--- config.mk ---
export PLATFORM = sky130hd
export DESIGN_NAME = model_output_aligner
export DESIGN_NICKNAME = d
export VERILOG_FILES = /design/src/rtl/model_output_aligner.sv
export SDC_FILE = /design/constraint.sdc
export NUM_CORES = 1
export LEC_CHECK = 0
export ABC_AREA = 1
export CAP_MARGIN = 20
export CORE_MARGIN = 3
export CORE_UTILIZATION = 30
export CTS_CLUSTER_SIZE = 20
export DETAILED_ROUTE_END_ITERATION = 12
export PLACE_DENSITY = 0.51
export SLEW_MARGIN = 10
export SYNTH_ARGS = -nofsm -noshare
export SYNTH_HDL_FRONTEND = slang
export SYNTH_SLANG_ARGS = --single-unit
--- constraint.sdc ---
create_clock -name g_clk -period 9.75 [get_ports g_clk]
set_clock_uncertainty 0.15 [all_clocks]
set_input_delay 1.95 -clock g_clk [delete_from_list [all_inputs] [get_ports g_clk]]
set_output_delay 1.95 -clock g_clk [all_outputs]
set_load 0.05 [all_outputs]
--- src/rtl/model_output_aligner.sv ---
// model_output_aligner
//
// Pairs results from a golden reference model (GRM) with results from the
// design under test (DUT) so that a downstream checker always compares
// matching transactions. GRM results usually arrive earlier than the DUT
// results, so they are held in a DEPTH-entry FIFO until the DUT catches up.
//
// Handshake: both input streams are valid-only. There is no backpressure,
// so a result counts as delivered in every cycle where its *_out_valid is
// high. chk_valid is a one-cycle pulse, and the checker must accept it
// unconditionally.
//
// Ports
//   g_clk, g_resetn             clock; asynchronous active-low reset
//   grm_out_valid, grm_*        incoming GRM result {result, rd_wen, rd_addr, rd_data}
//   dut_out_valid, dut_*        incoming DUT result, same fields
//   chk_valid                   aligned pair valid, 1 cycle after the pairing edge
//   chk_dut_*, chk_grm_*        aligned DUT / GRM fields, held while chk_valid is low
//   pending                     number of GRM entries buffered (0..DEPTH)
//   err_overflow                GRM push was dropped because the FIFO was full (sticky)
//   err_underflow               DUT result arrived with nothing to pair (sticky)
//   err_timeout                 oldest entry waited TIMEOUT cycles (sticky)
module model_output_aligner #(
  parameter int DEPTH   = 4,
  parameter int TIMEOUT = 1023
) (
  input  logic                     g_clk,
  input  logic                     g_resetn,
  input  logic                     grm_out_valid,
  input  logic [2:0]               grm_result,
  input  logic                     grm_rd_wen,
  input  logic [4:0]               grm_rd_addr,
  input  logic [31:0]              grm_rd_data,
  input  logic                     dut_out_valid,
  input  logic [2:0]               dut_result,
  input  logic                     dut_rd_wen,
  input  logic [4:0]               dut_rd_addr,
  input  logic [31:0]              dut_rd_data,
  output logic                     chk_valid,
  output logic [2:0]               chk_dut_result,
  output logic                     chk_dut_rd_wen,
  output logic [4:0]               chk_dut_rd_addr,
  output logic [31:0]              chk_dut_rd_data,
  output logic [2:0]               chk_grm_result,
  output logic                     chk_grm_rd_wen,
  output logic [4:0]               chk_grm_rd_addr,
  output logic [31:0]              chk_grm_rd_data,
  output logic [$clog2(DEPTH):0]   pending,
  output logic                     err_overflow,
  output logic                     err_underflow,
  output logic                     err_timeout
);

  localparam int AW = $clog2(DEPTH);
  localparam int PW = AW + 1;
  // The wait counter is at least 10 bits and grows if TIMEOUT needs more.
  localparam int TW = ($clog2(TIMEOUT + 1) > 10) ? $clog2(TIMEOUT + 1) : 10;
  localparam logic [TW-1:0] TMAX  = TW'(TIMEOUT);
  localparam logic [PW-1:0] PFULL = PW'(DEPTH);

  typedef struct packed {
    logic [2:0]  result;
    logic        rd_wen;
    logic [4:0]  rd_addr;
    logic [31:0] rd_data;
  } entry_t;

  entry_t          mem [DEPTH];
  logic [AW-1:0]   wr_ptr;
  logic [AW-1:0]   rd_ptr;
  logic [PW-1:0]   count;
  logic [PW-1:0]   count_nxt;
  logic [TW-1:0]   wait_cnt;
  logic [TW-1:0]   wait_nxt;
  entry_t          chk_dut_q;
  entry_t          chk_grm_q;

  entry_t grm_in;
  entry_t dut_in;
  entry_t pair_grm;
  logic   empty;
  logic   full;
  logic   bypass;
  logic   pop;
  logic   push;
  logic   pair;
  logic   overflow_evt;
  logic   underflow_evt;

  assign grm_in = '{result: grm_result, rd_wen: grm_rd_wen, rd_addr: grm_rd_addr, rd_data: grm_rd_data};
  assign dut_in = '{result: dut_result, rd_wen: dut_rd_wen, rd_addr: dut_rd_addr, rd_data: dut_rd_data};

  always_comb begin
    empty         = (count == '0);
    full          = (count == PFULL);
    // An empty FIFO with both results arriving together pairs them directly,
    // so the GRM entry never touches the FIFO.
    bypass        = empty && grm_out_valid && dut_out_valid;
    pop           = !empty && dut_out_valid;
    // A full FIFO still accepts a push when the head leaves on the same edge.
    push          = grm_out_valid && !bypass && (!full || pop);
    pair          = pop || bypass;
    overflow_evt  = grm_out_valid && full && !pop;
    underflow_evt = dut_out_valid && empty && !grm_out_valid;
    pair_grm      = bypass ? grm_in : mem[rd_ptr];

    count_nxt = count;
    if (push && !pop) begin
      count_nxt = count + PW'(1);
    end else if (pop && !push) begin
      count_nxt = count - PW'(1);
    end

    // The wait counter measures how long the current head has been waiting.
    wait_nxt = wait_cnt;
    if (empty || pop) begin
      wait_nxt = '0;
    end else if (wait_cnt != TMAX) begin
      wait_nxt = wait_cnt + TW'(1);
    end
  end

  // Storage is not reset. Contents are meaningless while count is 0.
  always_ff @(posedge g_clk) begin
    if (push) begin
      mem[wr_ptr] <= grm_in;
    end
  end

  always_ff @(posedge g_clk or negedge g_resetn) begin
    if (!g_resetn) begin
      wr_ptr        <= '0;
      rd_ptr        <= '0;
      count         <= '0;
      wait_cnt      <= '0;
      chk_valid     <= 1'b0;
      chk_dut_q     <= '0;
      chk_grm_q     <= '0;
      err_overflow  <= 1'b0;
      err_underflow <= 1'b0;
      err_timeout   <= 1'b0;
    end else begin
      if (push) begin
        wr_ptr <= wr_ptr + AW'(1);
      end
      if (pop) begin
        rd_ptr <= rd_ptr + AW'(1);
      end
      count     <= count_nxt;
      wait_cnt  <= wait_nxt;
      chk_valid <= pair;
      if (pair) begin
        chk_dut_q <= dut_in;
        chk_grm_q <= pair_grm;
      end
      if (overflow_evt) begin
        err_overflow <= 1'b1;
      end
      if (underflow_evt) begin
        err_underflow <= 1'b1;
      end
      // The flag is raised one edge after the counter sits at TIMEOUT.
      if (wait_cnt == TMAX) begin
        err_timeout <= 1'b1;
      end
    end
  end

  assign pending         = count;
  assign chk_dut_result  = chk_dut_q.result;
  assign chk_dut_rd_wen  = chk_dut_q.rd_wen;
  assign chk_dut_rd_addr = chk_dut_q.rd_addr;
  assign chk_dut_rd_data = chk_dut_q.rd_data;
  assign chk_grm_result  = chk_grm_q.result;
  assign chk_grm_rd_wen  = chk_grm_q.rd_wen;
  assign chk_grm_rd_addr = chk_grm_q.rd_addr;
  assign chk_grm_rd_data = chk_grm_q.rd_data;

endmodule

==> run metrics, run 1 <==
area delta synth->final=28.4%; clk sink count=267; total track usage=14.0%; Most Frequent Cell on Critical Path=nand2_1; worst reg2reg path endpoint=chk_grm_rd_data[21]; clk_lat worst skew=between 0.5 and 0.6 ns; Adder-Cell Fraction of Synth Area=less than 1%; clock buffer depth=3; cell taking the most area after synthesis=edfxtp_1; worst path bufs/invs=4; commonest non-fill, non-tap cell in the layout=nand2_1; worst-path cell chain=clkdlybuf4s50_1 -> nand4_4 -> nand2_4 -> buf_16 -> clkinv_2 -> buf_4 -> nand2_1 -> nand2_1; Worst Hold Class=register to register; Register-to-Register Path Depth=8; worst rel slew slack=between 30% and 40%; Layout Utilization=just under 40%; routed length per instance=16.0 um; initial antenna violation count=2; Root Driver=clkbuf_16; power density over the cells=334 nW/um^2; Post-Layout Cell Count=1,732; Post-route DRC=0; starting density of the core=approximately 31%; Worst Path Arrival=between 5 and 6 ns; # diodes=0; Total Die Area=39,500 um^2; syn_area_per_cell=10.3 um^2; final wirelength=27.8 mm; total power draw=4780 uW; Synth Register Bits=between 200 and 300; critical-path maximum fanout=71; HPWL after DPL=about 16 mm; Compound-Gate Fraction of Synth Area=0.607%; Synthesis Warnings=0; syn_nets=1,177; cell family with most CP delay=simple AND/OR/NAND/NOR gates; Slew Viols, Final=0; post-synth top area share=44.2%; largest net degree at the start of global routing=85; Netlist cell types=30; IO Port Bufs=174; first-pass GRT wire length=~44 mm; RSZ-0062 raised after global routing=false; Max Clk Rate=roughly 200 MHz; Max Cap Viol=0; Slowest-stage cell, CP=nand2_4; final setup margin=between 4 and 5 ns; Max IR drop VDD=0.192 mV; nets@finish=1,340; clock-pin slew of the registers on the worst-case setup and hold paths=0.06 ns; total CTS buffers=30; Post-CTS Hold Buffers=0; Post-Synth XOR/XNOR Area=less than 1%; row cnt=69; H-tree Lvls=1; Via density=4.34; Crit. End Element=register; Synth area leaders=edfxtp_1 44%, dfrtp_1 23%, nand2_1 17%; DR iter-0 viols=~420; post-synthesis cell count=1,084; fin crit period=4.96 ns; final hold vios=0; number of cells on the critical path=8; status=completed; die height=199 um; Reg2Reg Setup Slack=6.20 ns; share of layout cells above drive strength 1=7.16%; CP Capture Point=chk_grm_rd_data[21]; GP Congestion=0.751; Tcrit/Tclk final=approximately half; commonest cells after routing, fill and taps aside=516 x nand2_1, 173 x clkdlybuf4s50_1, 164 x edfxtp_1; CTS resizes=0; leakage power=0.00614 uW; die width=199 um; Fillers=3,557; # IOs=175; WS Path Type=input pin to register; Cell Area, Synth=11,100 um^2; core area=36,100 um^2; mux cell area share after synthesis=less than 1%; CTS tree=yes; worst-margin pin slew=1.04 ns; largest family of logic cells by synthesized area=simple AND/OR/NAND/NOR gates; Reg-to-Reg Start=pending[0]; number of global-route vias before repair=7,469; Setup-failing EPs final=0; Detail Route Antenna Nets=0; Post-CTS Setup Bufs=0; setup tns final=0 ns; CP Launch Point=dut_out_valid; Critical Path RT=around 10 ns; Vias=7,519; grt ovf=0; DRT Pass-1 Iters=5; Worst setup SP type=input pin; CP peak stage delay=0.74 ns; post-synthesis simple-gate area fraction=25.6%; pre-CTS WS=4.12 ns; dpl cells=1,675; Seq/Total Area, Yosys=67.4%
[synthesized netlist by cell type]
library cell    n
or2_2           1
nand2_4         1
nor2_1         14
buf_4           2
nor2_4          1
o21bai_1        2
nand2_1       516
edfxtp_1      164
buf_2          32
nand4_4         1
nand4_1         2
buf_1           1
xor2_1          5
a21o_1          1
fa_1            1
xnor2_1         3
nand2_2         1
ha_1            6
inv_2           1
inv_1          61
a21oi_1         6
buf_6           8
nand3_2        20
o21ai_0         3
mux2_2          1
nor2_2          1
clkbuf_1        9
dfrtp_1       103
nand3_1       116
clkinv_2        1
[sequential cells by signal (all words and copies together) (netlist names), 2 cells and up]
signal,cells
chk_grm_rd_addr,5
wait_cnt,10
wr_ptr,2
chk_grm_rd_data,32
mem,164
chk_dut_result,3
chk_grm_result,3
chk_dut_rd_data,32
chk_dut_rd_addr,5
rd_ptr,2
pending,3
[metrics by stage]
step                      hold slack (ns)  cell area, um^2
after floorplan                     0.366            11100
after global placement              0.303            13200
after detailed placement            0.307            13300
after CTS                           0.323            14300
after global routing                0.338            14300
final                               0.318            14300
[tightest hold or removal path, delay by kind of cell (launching register included)]
family | cells | cell delay, ns
flops | 1 | 0.34
simple gates | 2 | 0.10
[logic make-up (layout without fill, tap and decap cells)]
logic type,after synthesis,count (layout)
AO/OA/AOI/OAI,12,12
XOR/XNOR,8,8
buffers and inverters,115,302
multiplexers,1,1
AND/OR/NAND/NOR,674,674
flip-flops,267,267
adder cells (fa/ha/maj),7,7
[layout make-up]
class	instances	area, um^2	share of cell area (%)
sequential	267	7510	52.5
multi-input combinational	702	3120	21.8
timing repair buffer	183	1850	12.9
clock buffer	41	863	6.04
tap	461	577	4.03
inverter	63	239	1.67
clock inverter	15	143	0.998
[worst min path at each step]
stage | end | slack [ns] | startpoint | cells after the start
after floorplan | wait_cnt[1] | 0.37 | wait_cnt[1] | 2
after global placement | chk_dut_rd_data[18] | 0.30 | chk_dut_rd_data[18] | 2
after detailed placement | chk_dut_rd_data[28] | 0.31 | chk_dut_rd_data[28] | 2
after CTS | chk_dut_rd_data[28] | 0.32 | chk_dut_rd_data[28] | 2
after global routing | chk_dut_rd_data[28] | 0.34 | chk_dut_rd_data[28] | 2
final | chk_dut_rd_data[5] | 0.32 | chk_dut_rd_data[5] | 2
[report_power, final]
part           total [uW]  internal [uW]  leakage (uW)  switching [uW]
clock network        1140            692      0.000491             450
registers            1750           1530       0.00277             220
logic                1890            597       0.00289            1290
total                4780           2820       0.00614            1960
[layer usage]
| metal | track usage [%] | wire length, um | share of wire [%] | up-vias |
|---|---|---|---|---|
| met5 | 0 | 22 | 0.079 | - |
| met4 | 3.02 | 433 | 1.6 | 4 |
| met3 | 2.61 | 1160 | 4.2 | 38 |
| met2 | 23.1 | 13400 | 48 | 115 |
| met1 | 19.4 | 12700 | 46 | 3538 |
| li1 | - | - | - | 3824 |
(Power assumes the default switching activity.)
==> run 2: changes to the inputs <==
==> constraint.sdc (replaced) <==
create_clock -name g_clk -period 5.2 [get_ports g_clk]
set_clock_uncertainty 0.15 [all_clocks]
set_input_delay 1.04 -clock g_clk [delete_from_list [all_inputs] [get_ports g_clk]]
set_output_delay 1.04 -clock g_clk [all_outputs]
set_load 0.05 [all_outputs]
==> run 2 against run 1 <==
  * Count of clock-buffer cells in the layout fell by 3
  * Highest routed layer is now met4
  * Final area fell by 0.31%
  * Worst hold slack got worse by 0.017 ns
  * Core utilization is 0.12 points lower
  * Via count is 1.8% higher
  * Sequential cell count stayed put
  * Clock power rose by 80%
  * Critical endpoint is now mem[1][34]
  * Combinational power rose by 87%
  * Global-route usage about the same
  * Critical path type unchanged
==> run metrics, run 2 (synthesis gave the netlist of run 1 again) <==
die width=199 um; area delta synth->final=28.0%; Worst setup SP type=input pin; starting density of the core=30.8%; share of layout cells above drive strength 1=7.38%; final hold vios=0; clock buffer depth=3; Reg2Reg Setup Slack=2.05 ns; clk sink count=267; # IOs=175; Slew Viols, Final=0; worst-margin pin slew=approximately 1.0 ns; leakage power=0.00613 uW; clk_lat worst skew=0.56 ns; worst reg2reg path endpoint=chk_grm_rd_data[4]; Logic pwr share=39.9%; Setup-failing EPs final=0; total track usage=13.9%; Pint=5210 uW; pre-CTS WS=1.37 ns; Post-route DRC=0; final wirelength=27.7 mm; largest net degree at the start of global routing=85; Root Driver=clkbuf_16; final setup margin=1.99 ns; Via density=4.41; routed length per instance=16.0 um; die height=199 um; Max Clk Rate=312 MHz; HPWL after DPL=16.6 mm; sw power=3670 uW; status=completed; dpl cells=around 1.7k; Slowest-stage cell, CP=clkdlybuf4s50_1; worst-path cell chain=clkdlybuf4s50_1 -> inv_1 -> nand3_1 -> nand3_1 -> nor2_4 -> buf_4; clock-pin slew of the registers on the worst-case setup and hold paths=roughly 0.06 ns; Worst Hold Class=input pin to async pin; DR iter-0 viols=around 430; first-pass GRT wire length=43.7 mm; core area=between 30,000 and 40,000 um^2; Critical Path RT=5.26 ns; CP peak stage delay=roughly 0.6 ns; CTS tree=yes; Worst Path Arrival=~3.3 ns; CTS resizes=0; max FFs per register=164; nets@finish=1,343; Register-to-Register Path Depth=8; worst rel slew slack=30.9%; setup tns final=0 ns; row cnt=69; GP Congestion=0.752; IO Port Bufs=174; Tcrit/Tclk final=61.7%; Clk pwr share=23.1%; Post-CTS Hold Buffers=0; Detail Route Antenna Nets=0; commonest non-fill, non-tap cell in the layout=nand2_1; Post-CTS Setup Bufs=0; Reg-to-Reg Start=rd_ptr[0]; initial antenna violation count=0; # diodes=0; Total Die Area=39,500 um^2; number of global-route vias before repair=7,778; RSZ-0062 raised after global routing=false; Switching Share=41.3%; Max IR drop VDD=0.275 mV; WS Path Type=input pin to register; grt ovf=0; critical-path maximum fanout=24; commonest cells after routing, fill and taps aside=516 x nand2_1, 173 x clkdlybuf4s50_1, 164 x edfxtp_1; fin crit period=3.21 ns; H-tree Lvls=1; Most Frequent Cell on Critical Path=nand3_1; Max Cap Viol=0; Post-Layout Cell Count=1,735; power density over the cells=623 nW/um^2; DRT Pass-1 Iters=4; share of power burned in registers=37.0%; total CTS buffers=30; Vias=7,656; Crit. End Element=register; Largest Register=mem
[run 2: how the worst max path moves through the flow]
stage                        startpoint            endpoint  cells past startpoint  slack (ns)
after detailed placement  dut_out_valid          mem[1][26]                      6        1.37
after global placement    dut_out_valid          mem[1][33]                      6        1.40
final                     dut_out_valid          mem[1][34]                      6        1.99
after floorplan           dut_out_valid           mem[0][0]                      4        1.50
after CTS                 dut_out_valid          mem[1][34]                      6        1.96
after global routing          rd_ptr[0]  chk_grm_rd_addr[1]                      8        1.80
[run 2: power by group through the flow]
stage / clock [uW] / sequential [uW] / combinational, uW
3_3_place_gp: 0 / 3320 / 3560
2_1_floorplan: 0 / 4180 / 1500
5_1_grt: 2200 / 3360 / 3860
6_report: 2050 / 3280 / 3540
3_5_place_dp: 0 / 3330 / 3590
4_1_cts: 2110 / 3300 / 3600
[run 2: area by class of cell]
class                      count  area (um^2)
sequential                   267         7510
timing repair buffer         186         1850
clock buffer                  38          791
fill                        3546        21800
inverter                      63          239
tap                          461          577
multi-input combinational    702         3120
clock inverter                18          169
[run 2: through the flow]
stage | area (um^2) | util [%] | total power, uW | hold slack (ns)
4_1_cts | 14200 | 39.4 | 9010 | 0.313
5_1_grt | 14300 | 39.5 | 9420 | 0.334
3_5_place_dp | 13300 | 36.8 | 6920 | 0.308
2_1_floorplan | 11100 | - | 5690 | 0.366
6_report | 14300 | 39.5 | 8870 | 0.301
3_3_place_gp | 13300 | 36.8 | 6890 | 0.304
[run 2: worst max-delay path, delay by kind of cell]
family / cells / cell delay (ns)
buffers and inverters: 3 / 1.14
and+or+nand+nor: 3 / 1.07
[run 2: metal layers]
| layer | share of wire (%) | wire (um) | vias to the layer above | GRT usage, % |
|---|---|---|---|---|
| met3 | 4.1 | 1140 | 39 | 2.13 |
| met5 | 0 | 0 | - | 0 |
| li1 | - | - | 3839 | - |
| met1 | 46 | 12700 | 3637 | 18.9 |
| met4 | 1.9 | 520 | 0 | 3.85 |
| met2 | 48 | 13300 | 141 | 23.5 |
==> run 3: changes to the inputs <==
==> constraint.sdc (replaced) <==
create_clock -name g_clk -period 3.2 [get_ports g_clk]
set_clock_uncertainty 0.15 [all_clocks]
set_input_delay 0.64 -clock g_clk [delete_from_list [all_inputs] [get_ports g_clk]]
set_output_delay 0.64 -clock g_clk [all_outputs]
set_load 0.05 [all_outputs]
==> run 3 against run 2 <==
  * Critical endpoint is now pending[0]
  * Via count up 0.78%
  * Non-clock buffer count grew 16
  * Final area is 0.87% higher
  * Final cell count grew 0.92%
  * Combinational power up 72%
  * Sequential cell count did not move
  * Worst hold slack improved by 0.015 ns
==> run metrics, run 3 (synthesis gave the netlist of run 1 again) <==
die height=199 um; power density over the cells=1000 nW/um^2; max FFs per register=164; number of global-route vias before repair=between 7k and 8k; Post-Layout Cell Count=1,751; Setup-failing EPs final=0; commonest cells after routing, fill and taps aside=516 x nand2_1, 173 x clkdlybuf4s50_1, 164 x edfxtp_1; post-route cell area=14,400 um^2; hold depth=2; DR iter-0 viols=470; leakage power=~0.0062 uW; Hold Startpoint=chk_dut_rd_data[16]; fin crit period=2.69 ns; commonest non-fill, non-tap cell in the layout=nand2_1; IO Port Bufs=174; starting density of the core=30.8%; final hold vios=0; worst rel slew slack=59.2%; share of layout cells above drive strength 1=7.91%; grt ovf=0; GP Congestion=0.724; Vias=7,716; HPWL after DPL=17.5 mm; Tcrit/Tclk final=a little over four fifths; worst-path cell chain=clkdlybuf4s50_1; clock buffer depth=3; die width=between 150 and 200 um; CTS tree=yes; core area=36,100 um^2; Detail Route Antenna Nets=0; largest net degree at the start of global routing=55; Worst setup SP type=register; Crit. End Element=output port; clk sink count=between 200 and 300; Worst Path Arrival=around 1.9 ns; final wirelength=between 20 and 30 mm; Post-CTS Hold Buffers=1; final setup margin=0.510 ns; Total Die Area=about 40,000 um^2; total CTS buffers=30; Max Cap Viol=0; Hold Slack=0.316 ns; H-tree Lvls=1; setup tns final=0 ns; Hold Path Sink=chk_dut_rd_data[16]; dpl cells=1,694; Post-CTS Setup Bufs=0; worst-margin pin slew=0.612 ns; Reg2Reg Setup Slack=0.99 ns; Post-route DRC=0; Slew Viols, Final=0; first-pass GRT wire length=around 44 mm; routed length per instance=16.1 um; worst path bufs/invs=1; # IOs=175; Reg-to-Reg Start=pending[0]; Max Clk Rate=372 MHz; DRT Pass-1 Iters=4; clk_lat worst skew=0.55 ns; CP Launch Point=pending[0]; critical-path maximum fanout=4; area delta synth->final=29.1%; Root Driver=clkbuf_16; CTS resizes=0; RSZ-0062 raised after global routing=false; cell family with most CP delay=buffers and inverters; Register-to-Register Path Depth=8; WS Path Type=register to output port; pre-CTS WS=between 0.3 and 0.4 ns; Critical Path RT=2.41 ns; Worst Hold Class=register to register; Via density=between 4 and 5; Placed Area=13,400 um^2; Slowest-stage cell, CP=clkdlybuf4s50_1; worst reg2reg path endpoint=pending[1]; Max IR drop VDD=0.524 mV; clock-pin slew of the registers on the worst-case setup and hold paths=0.06 ns; CP peak stage delay=0.88 ns; nets@finish=1,359; initial antenna violation count=1; Largest Register=mem; row cnt=69; status=completed; total track usage=14.0%
==> run 3: changes by cell type in the layout (fill, tap and decap cells not counted), sizes merged <==
cell,previous run,this run
bufinv,3,2
diode,0,1
buf,13,28
dlygate4sd3,0,1
clkinv,17,12
clkinvlp,0,1
clkbuf,38,42
==> run 3: worst max path at each step <==
stage                            end  cells after the start
after global placement    pending[2]                     12
after global routing      pending[0]                      1
after floorplan            mem[0][0]                      4
after detailed placement  pending[2]                     12
after CTS                 pending[0]                      1
final                     pending[0]                      1
==> run 3: final cells by class <==
class,count,area [um^2]
diodes,1,2.50
clock buffers,42,796
clock inverters,13,120
fillers,3531,21700
inverters,63,239
multi-input cells,702,3120
flip-flops and latches,267,7510
well taps,461,577
repair buffers,202,2010
==> run 3: report_power, final <==
part | leakage, uW | switching (uW) | internal [uW]
Combinational | 0.00298 | 4190 | 1910
Sequential | 0.00277 | 466 | 4660
Clock | 0.000438 | 1330 | 1880
Total | 0.00619 | 5990 | 8460
==> run 3: layer usage <==
metal,wire length (um),GRT usage [%]
met5,0,0
met4,425,3.36
met3,1070,2.03
met2,14100,24.2
met1,12600,18.7
==> run 3: through the flow <==
step           utilization (%)  power, uW
2_1_floorplan                -       9240
3_3_place_gp              37.3      11400
3_5_place_dp              37.3      11400
4_1_cts                   39.8      14700
5_1_grt                   39.8      15400
6_report                  39.8      14400
